$ cat config.mk
export PLATFORM = sky130hd
export DESIGN_NAME = spi_poll_sequencer
export DESIGN_NICKNAME = d
export VERILOG_FILES = /design/src/rtl/spi_poll_sequencer.sv
export SDC_FILE = /design/constraint.sdc
export NUM_CORES = 1
export LEC_CHECK = 0
export CORE_ASPECT_RATIO = 0.9
export CORE_MARGIN = 1
export CORE_UTILIZATION = 40
export DETAILED_ROUTE_END_ITERATION = 6
export SLEW_MARGIN = 20
export SYNTH_ARGS = -nofsm -noshare
export SYNTH_HDL_FRONTEND = slang
export SYNTH_SLANG_ARGS = --single-unit
$ cat constraint.sdc
create_clock -name clk -period 4.25 [get_ports clk]
set_clock_uncertainty 0.15 [all_clocks]
set_input_delay 0.425 -clock clk [delete_from_list [all_inputs] [get_ports clk]]
set_output_delay 0.425 -clock clk [all_outputs]
set_load 0.05 [all_outputs]
$ cat src/rtl/spi_poll_sequencer.sv
// spi_poll_sequencer
//   Arms a one-shot timer, waits for its done pulse, then runs one chip-select
//   framed SPI transaction of NUM_BYTES bytes through a byte-level SPI master.
//   Bytes go out MSB byte first. The received word is reported and the timer
//   is re-armed while polling stays enabled.
//
// Ports
//   clk, rst            clock, asynchronous active-high reset
//   enable              level; polling runs while high (registered before use)
//   cmd_word            bytes to transmit, sampled in CS_SETUP
//   timer_start/done    one-cycle pulses to/from the one-shot timer
//   spi_start           one-cycle request for one byte transfer
//   spi_tx_data         byte to send, held from spi_start until spi_done
//   spi_done/rx_data    byte-complete pulse with received byte
//   cs_n                active-low slave select
//   result/result_valid last complete received word and its update pulse
//   err_timeout         one-cycle pulse when a byte transfer times out
//   poll_count          successful poll count, wraps at 16 bits
module spi_poll_sequencer #(
    parameter int NUM_BYTES    = 2,
    parameter int XFER_TIMEOUT = 1024
) (
    input  logic                   clk,
    input  logic                   rst,
    input  logic                   enable,
    input  logic [8*NUM_BYTES-1:0] cmd_word,
    output logic                   timer_start,
    input  logic                   timer_done,
    output logic                   spi_start,
    output logic [7:0]             spi_tx_data,
    input  logic                   spi_done,
    input  logic [7:0]             spi_rx_data,
    output logic                   cs_n,
    output logic [8*NUM_BYTES-1:0] result,
    output logic                   result_valid,
    output logic                   err_timeout,
    output logic [15:0]            poll_count
);
    localparam int WORD_W = 8 * NUM_BYTES;
    localparam int IDX_W  = (NUM_BYTES > 1) ? $clog2(NUM_BYTES) : 1;
    localparam int CNT_W  = $clog2(XFER_TIMEOUT);

    typedef enum logic [3:0] {
        IDLE, ARM, WAIT_TMR, DRAIN, CS_SETUP,
        XFER_START, XFER_WAIT, CS_HOLD, REPORT, ABORT
    } state_t;

    state_t             state, state_nxt;
    logic               enable_q;
    logic [WORD_W-1:0]  tx_sr;
    logic [WORD_W-1:0]  rx_sr;
    logic [WORD_W-1:0]  rx_nxt;
    logic [IDX_W-1:0]   byte_idx;
    logic [CNT_W-1:0]   tmo_cnt;
    logic               last_byte;
    logic               tmo_hit;

    assign last_byte = (byte_idx == IDX_W'(NUM_BYTES - 1));
    assign tmo_hit   = (tmo_cnt == CNT_W'(XFER_TIMEOUT - 1));

    always_comb begin
        rx_nxt      = rx_sr << 8;
        rx_nxt[7:0] = spi_rx_data;
    end

    always_comb begin
        state_nxt = state;
        case (state)
            IDLE:       if (enable_q) state_nxt = ARM;
            ARM:        state_nxt = WAIT_TMR;
            WAIT_TMR: begin
                if (timer_done)     state_nxt = CS_SETUP;
                else if (!enable_q) state_nxt = DRAIN;
            end
            // The timer is still running; wait it out so a later ARM pulse
            // is not swallowed by a busy timer.
            DRAIN:      if (timer_done) state_nxt = IDLE;
            CS_SETUP:   state_nxt = XFER_START;
            XFER_START: state_nxt = XFER_WAIT;
            XFER_WAIT: begin
                // spi_done takes priority over the terminal count
                if (spi_done)     state_nxt = last_byte ? CS_HOLD : XFER_START;
                else if (tmo_hit) state_nxt = ABORT;
            end
            CS_HOLD:    state_nxt = REPORT;
            REPORT:     state_nxt = enable_q ? ARM : IDLE;
            ABORT:      state_nxt = enable_q ? ARM : IDLE;
            default:    state_nxt = IDLE;
        endcase
    end

    // Control registers; outputs are decoded from the next state so each
    // pulse lines up with the cycle its state is occupied.
    always_ff @(posedge clk or posedge rst) begin
        if (rst) begin
            state        <= IDLE;
            enable_q     <= 1'b0;
            timer_start  <= 1'b0;
            spi_start    <= 1'b0;
            cs_n         <= 1'b1;
            result_valid <= 1'b0;
            err_timeout  <= 1'b0;
            byte_idx     <= '0;
            tmo_cnt      <= '0;
        end else begin
            state        <= state_nxt;
            enable_q     <= enable;
            timer_start  <= (state_nxt == ARM);
            spi_start    <= (state_nxt == XFER_START);
            cs_n         <= !(state_nxt inside {CS_SETUP, XFER_START, XFER_WAIT, CS_HOLD});
            result_valid <= (state_nxt == REPORT);
            err_timeout  <= (state_nxt == ABORT);

            if (state == CS_SETUP)
                byte_idx <= '0;
            else if (state == XFER_WAIT && spi_done)
                byte_idx <= byte_idx + IDX_W'(1);

            if (state == XFER_START)
                tmo_cnt <= '0;
            else if (state == XFER_WAIT && !spi_done && !tmo_hit)
                tmo_cnt <= tmo_cnt + CNT_W'(1);
        end
    end

    // Output data registers
    always_ff @(posedge clk or posedge rst) begin
        if (rst) begin
            spi_tx_data <= '0;
            result      <= '0;
            poll_count  <= '0;
        end else begin
            if (state == CS_SETUP)
                spi_tx_data <= cmd_word[WORD_W-1 -: 8];
            else if (state == XFER_WAIT && state_nxt == XFER_START)
                spi_tx_data <= tx_sr[WORD_W-1 -: 8];

            if (state_nxt == REPORT) begin
                result     <= rx_sr;
                poll_count <= poll_count + 16'd1;
            end
        end
    end

    // Internal shift registers; always initialised in CS_SETUP before use
    always_ff @(posedge clk) begin
        if (state == CS_SETUP) begin
            tx_sr <= cmd_word << 8;
            rx_sr <= '0;
        end else begin
            if (state == XFER_WAIT && state_nxt == XFER_START)
                tx_sr <= tx_sr << 8;
            if (state == XFER_WAIT && spi_done)
                rx_sr <= rx_nxt;
        end
    end

endmodule

==> results.cfg <==
[timing]
min_period_ps = 2570
setup_tns_ps = 0
max_freq_mhz = 388
slew_violations = 0
layout_worst_path_cycle_share = 0.606
hold_viol_final = 0
fin_hold_ws_ps = 283
timing_worst_slew_pin_value_ps = 840
slew_headroom = 0.440
grt_setup_unrepaired = false
final.setup.worst_slack_ps = 1680
finalSetupViolations = 0

[layout]
areaGrowthSynthToFinish_pct = 27.6
nNetsFinal = 470
antenna-diode-count = 0
finish.instance_area_um2 = 4750
drive_above_1_share = 0.115

[critical_path]
cp_slowest_stage_delay_ps = 740
worst_path_max_delay_cell = o31a_1
category_of_the_worst_setup_path_capture_point = flop
worst-endpoint-arrival_ps = 2690
setup.worst_path.class = flop to flop
rrSetupSlack_ps = 1680
worst_r2r_end = rx_sr[2]
crit_path_max_fanout = 17
worst_r2r_path_depth = 5
critical_path_depth = 5
critPathBufInv = 1
path_cells = inv_1 -> nor4b_2 -> o31a_1 -> nand3_1 -> a21oi_1
required_ps = 4370
critPathCapture = rx_sr[2]
critical_path.startpoint = state[1]
worst_path_dominant_cell_family = compound AO/OA/AOI/OAI gates
timing.critical_path.from_type = flop
r2r_start = state[1]

[worst_hold_path]
hold_crit_path_type = flop to flop
worstHoldStart = rx_sr[8]

[placement]
numPortBuffers = 73
finalWeightedCongestion = 0.813
pre_cts_slack_ps = 1480
dpl-instance-area_um2 = 4530
dp_hpwl_um = 5110

[route]
drt_pass1_iterations = 4
drt_iter0_markers = 136
route.detailed.vias_per_inst = 4.82
route.detailed.drc = 0
finalWirelength_um = 7440
via_count = 2730
wl_per_cell_um = 13.1
ant_nets = 0

[clocking]
cts.htree.levels = 3
holdBufCountCts = 0
clk_pin_slew_worst_paths_ps = 90
cts_inserted_buffers = 9
worst_skew_pair.late_latency_ps = 350
post_cts_resize_count = 0
post-cts-setup-buffer-count = 0
clock-root-buffer = clkbuf_8
clock_sink_count = 85
number_of_buffers_between_clock_root_and_the_deepest_sink = 2
cts_tree = built

[yosys]
ys_top_cells_by_count = nand2_1, dfrtp_1, nor2_1
yosysSeqAreaShare = 0.561
synth_edf_count = 8
synth_fp_nets = 400
synth_cell_type_count = 48
yosys_warnings = 0
postSynthCellCount = 369
synth.cell_area_um2 = 3720
post_synth.cell_area_avg_um2 = 10.1
ys_ff_latch = 85
post_synth_top_flop = dfrtp_1
post_synth_main_area_contributors = dfrtp_1, dfxtp_1, nand2_1
synth_top_area_share = 0.403
synth_largest_area_cell = dfrtp_1
synth_async_sr_flop_share = 0.718
yosysMostFrequentCell = nand2_1

[grt]
grt_antenna_before_repair = 0
first_global_vias = 2542
grt_use_total = 0.163
globalRoute.totalOverflow = 0
grt_pass1_wl_um = 12600
grt_max_degree = 37

[power]
seq_power_share = 0.393
switching_power_mw = 1.32
power.internal_mw = 1.75
power_frac_comb = 0.413
peakVddDrop_mv = 0.295
clkPwrFrac = 0.193
netSwitchingFraction = 0.430
total_power_mw = 3.07
power_density_nw_per_um2 = 646
power_leakage_nw = 1.99

[floorplanning]
io-pin-count = 74
die_w_um = 104
total_core_area_um2 = 9080
row_count = 33
die-area_um2 = 9690
start_util = 0.410
dieHeight_um = 93.5

[status]
outcome = completed

[job]
maxCapViolations = 0
cell type report:
type                       count  area [µm²]
clock inverter                 6        67.6
multi-input combinational    259        1510
timing repair buffer          77         761
inverter                       7        26.3
clock buffer                  10         138
fill                         835        4340
sequential                    85        2090
tap                          122         153
routing by layer:
layer,GRT usage,up-vias,share of wire
met5,0,-,0
met4,0.0500,0,0.010
met3,0.0439,8,0.052
met2,0.248,73,0.43
met1,0.227,1265,0.51
li1,-,1384,-
sequential cells by signal, summed over array words and instances (netlist names):
register / cells
state: 4
tmo_cnt: 10
tx_sr: 8
spi_start: 1
err_timeout: 1
timer_start: 1
rx_sr: 16
result_valid: 1
result: 16
poll_count: 16
byte_idx: 1
spi_tx_data: 8
enable_q: 1
cs_n: 1
metrics by stage:
| step | util | instances |
|---|---|---|
| 2_1_floorplan | - | 369 |
| 3_3_place_gp | 0.499 | 550 |
| 3_5_place_dp | 0.499 | 550 |
| 4_1_cts | 0.522 | 566 |
| 5_1_grt | 0.523 | 566 |
| 6_report | 0.523 | 566 |
how the worst min path moves through the flow:
stage	endpoint	slack (ps)	cells past startpoint
after CTS	result[8]	290	2
after detailed placement	result[11]	280	2
after floorplan	result[10]	260	2
after global placement	result[11]	270	2
after global routing	result[8]	300	2
final	result[8]	280	2
power groups by stage:
stage	logic, mW	clock network (mW)	registers, mW
6_report	1.27	0.594	1.21
5_1_grt	1.38	0.638	1.24
4_1_cts	1.27	0.612	1.21
3_5_place_dp	1.27	0	1.22
3_3_place_gp	1.26	0	1.22
2_1_floorplan	0.575	0	1.55
worst reg2reg max path, cell delays in order (launching register included):
cell and delay (ps):
dfrtp_1 590, inv_1 170, nor4b_2 500, o31a_1 740, nand3_1 170, a21oi_1 180
cells by family (layout without fill, tap and decap cells):
logic type               Yosys count  in the layout  share of synthesized area
adder cells (fa/ha/maj)            2              2                    0.00672
multiplexers                       2              2                    0.00538
XOR/XNOR                          24             24                     0.0565
AO/OA/AOI/OAI                     52             52                     0.0958
AND/OR/NAND/NOR                  179            179                      0.240
flip-flops                        85             85                      0.561
buffers and inverters             25            100                     0.0346
cells in the final DEF, fill, tap and decap left out, drive strengths merged, types with 2 or more instances in the layout:
cell	n
nand2	80
clkdlybuf4s50	73
dfrtp	60
nor2	30
nand3	24
a21oi	20
xnor2	17
dfxtp	16
o21ai	16
nor3	10
clkbuf	10
inv	10
a31oi	8
and2	8
edfxtp	8
xor2	7
nand4	7
buf	4
and3	3
nand2b	3
nor4	2
nor2b	2
mux2i	2
o22ai	2
or2	2
ha	2
or3	2
clkinv	2
Note: power is estimated with default switching activity, not from simulation.
